### config.mk
export PLATFORM = sky130hd
export DESIGN_NAME = l2r_exp_arbiter
export DESIGN_NICKNAME = d
export VERILOG_FILES = /design/src/rtl/l2r_exp_arbiter.sv
export SDC_FILE = /design/constraint.sdc
export NUM_CORES = 1
export LEC_CHECK = 0
export ABC_AREA = 1
export CELL_PAD_IN_SITES_DETAIL_PLACEMENT = 0
export CELL_PAD_IN_SITES_GLOBAL_PLACEMENT = 1
export CORE_ASPECT_RATIO = 1.25
export CORE_MARGIN = 2
export CORE_UTILIZATION = 24
export CTS_CLUSTER_DIAMETER = 60
export DETAILED_ROUTE_END_ITERATION = 12
export PLACE_DENSITY = 0.77
export SLEW_MARGIN = 5
export SYNTH_ARGS = -nofsm -noshare
export SYNTH_HDL_FRONTEND = slang
export SYNTH_SLANG_ARGS = --single-unit
### constraint.sdc
create_clock -name clk -period 1.6 [get_ports clk]
set_input_delay 0.16 -clock clk [delete_from_list [all_inputs] [get_ports clk]]
set_output_delay 0.16 -clock clk [all_outputs]
set_load 0.01 [all_outputs]
### src/rtl/l2r_exp_arbiter.sv
// l2r_exp_arbiter: round-robin front end that shares one left-to-right
// exponentiation engine between NREQ requesters. One operation is in flight
// at a time: IDLE picks a winner, ISSUE starts the engine, BUSY waits for
// completion or timeout, RESP holds the result until the consumer takes it.
module l2r_exp_arbiter #(
    parameter int NREQ    = 4,     // 2..8 requesters
    parameter int TIMEOUT = 1023   // 1..65535 BUSY cycles before abort
) (
    input  logic                 clk,
    input  logic                 rst,
    input  logic [NREQ-1:0]      req,
    input  logic [16*NREQ-1:0]   a_in,
    input  logic [16*NREQ-1:0]   b_in,
    output logic [NREQ-1:0]      grant,
    output logic                 rsp_valid,
    output logic [2:0]           rsp_id,
    output logic [31:0]          rsp_data,
    output logic                 rsp_err,
    input  logic                 rsp_ready,
    output logic                 eng_start,
    output logic [15:0]          eng_a,
    output logic [15:0]          eng_b,
    input  logic [31:0]          eng_c,
    input  logic                 eng_done
);

    typedef enum logic [1:0] {
        S_IDLE  = 2'd0,
        S_ISSUE = 2'd1,
        S_BUSY  = 2'd2,
        S_RESP  = 2'd3
    } state_t;

    // Pointer reset value makes requester 0 the first candidate after reset.
    localparam logic [2:0]  LAST_INIT = 3'(NREQ - 1);
    localparam logic [15:0] CNT_LIMIT = 16'(TIMEOUT - 1);

    state_t      r_state;
    state_t      w_state_next;
    logic [2:0]  r_last_grant;
    logic [2:0]  r_rsp_id;
    logic [31:0] r_rsp_data;
    logic        r_rsp_err;
    logic [15:0] r_eng_a;
    logic [15:0] r_eng_b;
    logic [15:0] r_cnt;

    logic [15:0] w_a_slice [NREQ];
    logic [15:0] w_b_slice [NREQ];
    logic        w_found_hi;
    logic        w_found_lo;
    logic [2:0]  w_win_hi;
    logic [2:0]  w_win_lo;
    logic        w_found;
    logic [2:0]  w_winner;
    logic [15:0] w_win_a;
    logic [15:0] w_win_b;
    logic        w_cnt_hit;

    // Unpack the flat operand buses into per-requester slices.
    for (genvar gi = 0; gi < NREQ; gi++) begin : g_slice
        assign w_a_slice[gi] = a_in[16*gi +: 16];
        assign w_b_slice[gi] = b_in[16*gi +: 16];
    end

    // Round-robin pick: first requester above the last grant, else first one at or below it.
    always_comb begin
        w_found_hi = 1'b0;
        w_found_lo = 1'b0;
        w_win_hi   = '0;
        w_win_lo   = '0;
        for (int i = 0; i < NREQ; i++) begin
            if (req[i] && !w_found_hi && (i > int'(r_last_grant))) begin
                w_found_hi = 1'b1;
                w_win_hi   = 3'(i);
            end
            if (req[i] && !w_found_lo && (i <= int'(r_last_grant))) begin
                w_found_lo = 1'b1;
                w_win_lo   = 3'(i);
            end
        end
        w_found  = w_found_hi | w_found_lo;
        w_winner = w_found_hi ? w_win_hi : w_win_lo;
    end

    // Operand mux for the selected winner.
    always_comb begin
        w_win_a = '0;
        w_win_b = '0;
        for (int i = 0; i < NREQ; i++) begin
            if (w_winner == 3'(i)) begin
                w_win_a = w_a_slice[i];
                w_win_b = w_b_slice[i];
            end
        end
    end

    // The last permitted BUSY cycle: without eng_done here the operation aborts.
    assign w_cnt_hit = (r_cnt == CNT_LIMIT);

    // State register.
    always_ff @(posedge clk) begin
        if (rst) begin
            r_state <= S_IDLE;
        end else begin
            r_state <= w_state_next;
        end
    end

    // Next-state logic; eng_done only matters while BUSY.
    always_comb begin
        w_state_next = r_state;
        case (r_state)
            S_IDLE:  if (w_found) w_state_next = S_ISSUE;
            S_ISSUE: w_state_next = S_BUSY;
            S_BUSY:  if (eng_done || w_cnt_hit) w_state_next = S_RESP;
            S_RESP:  if (rsp_ready) w_state_next = S_IDLE;
            default: w_state_next = S_IDLE;
        endcase
    end

    // State-decoded outputs: grant and eng_start coincide in the single ISSUE cycle.
    always_comb begin
        grant     = '0;
        eng_start = (r_state == S_ISSUE);
        rsp_valid = (r_state == S_RESP);
        for (int i = 0; i < NREQ; i++) begin
            grant[i] = (r_state == S_ISSUE) && (r_rsp_id == 3'(i));
        end
    end

    // Datapath: capture winner operands, run the timeout counter, capture the result.
    always_ff @(posedge clk) begin
        if (rst) begin
            r_last_grant <= LAST_INIT;
            r_rsp_id     <= '0;
            r_rsp_data   <= '0;
            r_rsp_err    <= 1'b0;
            r_eng_a      <= '0;
            r_eng_b      <= '0;
            r_cnt        <= '0;
        end else begin
            case (r_state)
                S_IDLE: begin
                    if (w_found) begin
                        r_eng_a      <= w_win_a;
                        r_eng_b      <= w_win_b;
                        r_rsp_id     <= w_winner;
                        r_last_grant <= w_winner;
                    end
                end
                S_ISSUE: begin
                    r_cnt <= '0;
                end
                S_BUSY: begin
                    if (eng_done) begin
                        // Completion wins even on the final timeout cycle.
                        r_rsp_data <= eng_c;
                        r_rsp_err  <= 1'b0;
                    end else if (w_cnt_hit) begin
                        r_rsp_data <= '0;
                        r_rsp_err  <= 1'b1;
                    end else begin
                        r_cnt <= r_cnt + 16'd1;
                    end
                end
                default: begin
                    // RESP: response registers hold until accepted.
                end
            endcase
        end
    end

    assign rsp_id   = r_rsp_id;
    assign rsp_data = r_rsp_data;
    assign rsp_err  = r_rsp_err;
    assign eng_a    = r_eng_a;
    assign eng_b    = r_eng_b;

endmodule
==> flow_summary.toml <==
[die]
fp-row-count = 58
die_w_um = 130.9
core_sq_um = 19960
ios = 242
dieArea_sq_um = 21290
fp.dieH_um = 162.6
start_util = 0.2421

[yosys]
yosysSeqAreaShare = 0.3605
synth-edff-count = 0
ys_seq_elements = 87
syn_nets = 914
async_reset_ff_frac = 0
synth_top_cell_by_area = "dfxtp_1"
synth_top_area_frac = 0.3605
syn-mean-instance-area_sq_um = 6.537
syn-instance-count = 739
netlist_area_sq_um = 4831
synthFlopType = "dfxtp_1"
ys_warn_count = 0
yosys-top-cells-area = "dfxtp_1 36%, nand3_1 14%, nand2_1 13%, a21oi_1 8.5%, o21ai_0 6.0%"
synth.distinct_cells = 33

[sta]
rsz0062_at_grt = "true"
hold_violations = 0
max_freq_mhz = 580.0
clock-skew-final_ns = 0.007004
slew_viol_final = 0
fin_ws_ns = -0.1240
setup_viol = 32
timing.final.crit_share = 1.078
final.setup.tns_ns = -3.205
period_needed_ns = 1.724

[cts]
ctsLongestPathBuffers = 2
clock_sinks = 87
cts_tree = "yes"
cts_max_level = 3
postCtsHoldBufs = 0
root_buffer = "clkbuf_16"
cts_made_buffers = 9
clock_latency_ns = 0.35
path_clk_slew_ns = 0.06

[final_layout]
drive_gt1_frac = 0.1555
num-fill-cells = 2054
n_antenna_cell = 0
syn_to_final_growth_pct = 78.68
nets = 1173

[global_route]
antenna_found_initial = 0
gr-usage-met1 = 0.1926
globalRouteTotalUtil = 0.1717
grt_pass1_vias = 5568
grt_pass1_wl_mm = 28.28
grt_overflow = 0
grt_max_degree = 62
use_met2 = 0.3071
use_met3 = 0.03975
grt_busiest_layer = "met2"

[outcome]
violations = "setup timing"
status = "finished with violations"

[power_and_ir_drop]
static-leakage-power_uw = 0.003415
p_per_area_nw_per_um2 = 1630
max-vdd-ir-drop_mv = 0.8943
finalPower_uw = 14070

[min_path]
hold_depth = 2
hold_path_class = "in2reg"
hp-start = "rst"
holdPathEnd = "rsp_id[1]"

[detailed_routing]
wl_per_cell_um = 14.95
dr_total_vias = 5822
drt_iter0_drc = 240
drcViolationCount = 0
wl_mm = 19.04
drtAntennaViolNets = 0
drt_first_pass_iters = 4
vias_per_cell = 4.573

[place]
io_buffers = 240
dp_hpwl_mm = 13.53
place_congestion = 0.8263

[worst_setup_path]
path_class = "reg2reg"
r2r_setup_slack_ns = -0.12
worst-endpoint-arrival_ns = 1.96
r2r_end = "eng_a[12]"
worst_ep_required_time_ns = 1.83
endpoint_kind = "register"
cp_max_fo = 14
reg2reg_depth = 11
crit-reg2reg-launch = "r_last_grant[1]"
crit_path_start = "r_last_grant[1]"
crit_path_start_kind = "register"

[flow_run]
max_cap_violations = 0
[layout by cell type, fill, tap and decap left out, types with 4 or more instances in the layout]
cell	Yosys	final
a21oi_1	82	77
a21oi_2	0	5
buf_12	0	11
buf_2	12	5
buf_4	10	37
clkbuf_16	0	13
clkdlybuf4s50_1	0	233
dfxtp_1	87	79
dfxtp_2	0	5
ha_1	7	4
inv_1	59	56
inv_2	3	5
nand2_1	161	157
nand2_4	0	4
nand3_1	139	126
nand3_2	0	11
nand4_1	4	4
nor2_1	37	29
nor2_2	4	7
nor2_4	0	5
nor3_2	2	4
o21ai_0	58	34
o21ai_1	11	27
o21ai_2	0	8
xor2_1	7	7
[sequential cells by signal, summed over array words and instances, names as in the netlist]
name and flops:
eng_b 16, rsp_id 2, r_last_grant 2, rsp_err 1
rsp_data 32, r_cnt 16, eng_a 16, r_state 2
[logic make-up after synthesis]
family / synth area share
fa+ha+maj: 0.01813
buf+inv: 0.1039
simple gates: 0.3315
xor+xnor: 0.01269
flops: 0.3605
compound gates: 0.1725
other cells: 0.0007763
[routing by layer]
metal,share of wire,vias up
met1,0.39,2628
li1,-,2976
met3,0.064,25
met5,0,-
met4,0.026,0
met2,0.52,193
[worst max path at each step]
stage,endpoint,cells past startpoint
floorplan,eng_a[10],11
global placement,eng_b[6],12
detailed placement,eng_b[6],13
CTS,eng_b[6],11
global route,eng_a[8],11
finish,eng_a[12],11
[cell usage after synthesis, types with 2 or more instances]
master	count
nor3_1	8
a211oi_1	2
a21oi_1	82
clkbuf_1	20
xor2_1	7
inv_2	3
nand3b_1	2
nand4_1	4
nand2_1	161
buf_6	2
o21ai_0	58
nor3_2	2
a31oi_1	2
nor2_2	4
clkbuf_2	2
buf_2	12
o21ai_1	11
nand2_2	3
nand3_1	139
dfxtp_1	87
clkinv_1	3
o211ai_1	2
ha_1	7
inv_1	59
buf_1	4
buf_4	10
nor2_1	37
[critical path, stage by stage, from the launching register on]
cell and delay [ns]:
dfxtp_4 0.41, nand2_1 0.10, nand2_4 0.12, nand4_4 0.12
o21bai_4 0.19, buf_6 0.13, nand2_4 0.07, clkbuf_16 0.19
o21ai_1 0.12, inv_1 0.05, nand2_1 0.06, a21oi_1 0.06
[what timing repair did]
item | 4_1_cts | 5_1_grt
pin swaps | 3 | 11
resized for setup | 68 | 58
setup endpoints to repair | 49 | 82
cloned | 2 | 4
buffers inserted | 1 | 3
[through the flow]
stage | hold slack (ns) | util | setup slack, ns | cell area [sq um] | instances
floorplan | 0.3082 | - | 0.01428 | 4845 | 739
global placement | 0.4496 | 0.3915 | -0.4141 | 7812 | 1247
detailed placement | 0.4505 | 0.3915 | -0.4387 | 7812 | 1247
CTS | 0.1081 | 0.4173 | -0.1174 | 8328 | 1266
global route | 0.1460 | 0.4325 | -0.2660 | 8632 | 1273
finish | 0.1319 | 0.4325 | -0.1240 | 8632 | 1273
[final cells by class]
type / count / area [sq um] / share of cell area
inverters: 65 / 249.0 / 0.02884
multi-input cells: 537 / 2887 / 0.3344
repair buffers: 298 / 3077 / 0.3564
clock inverters: 6 / 83.83 / 0.009712
well taps: 270 / 337.8 / 0.03914
clock buffers: 10 / 239.0 / 0.02769
flip-flops and latches: 87 / 1759 / 0.2038
[where the power goes]
group,internal (uW),total (uW),switching [uW]
logic,4020,8600,4580
clock network,1410,2310,903
registers,2760,3160,398
(Power assumes the default switching activity.)
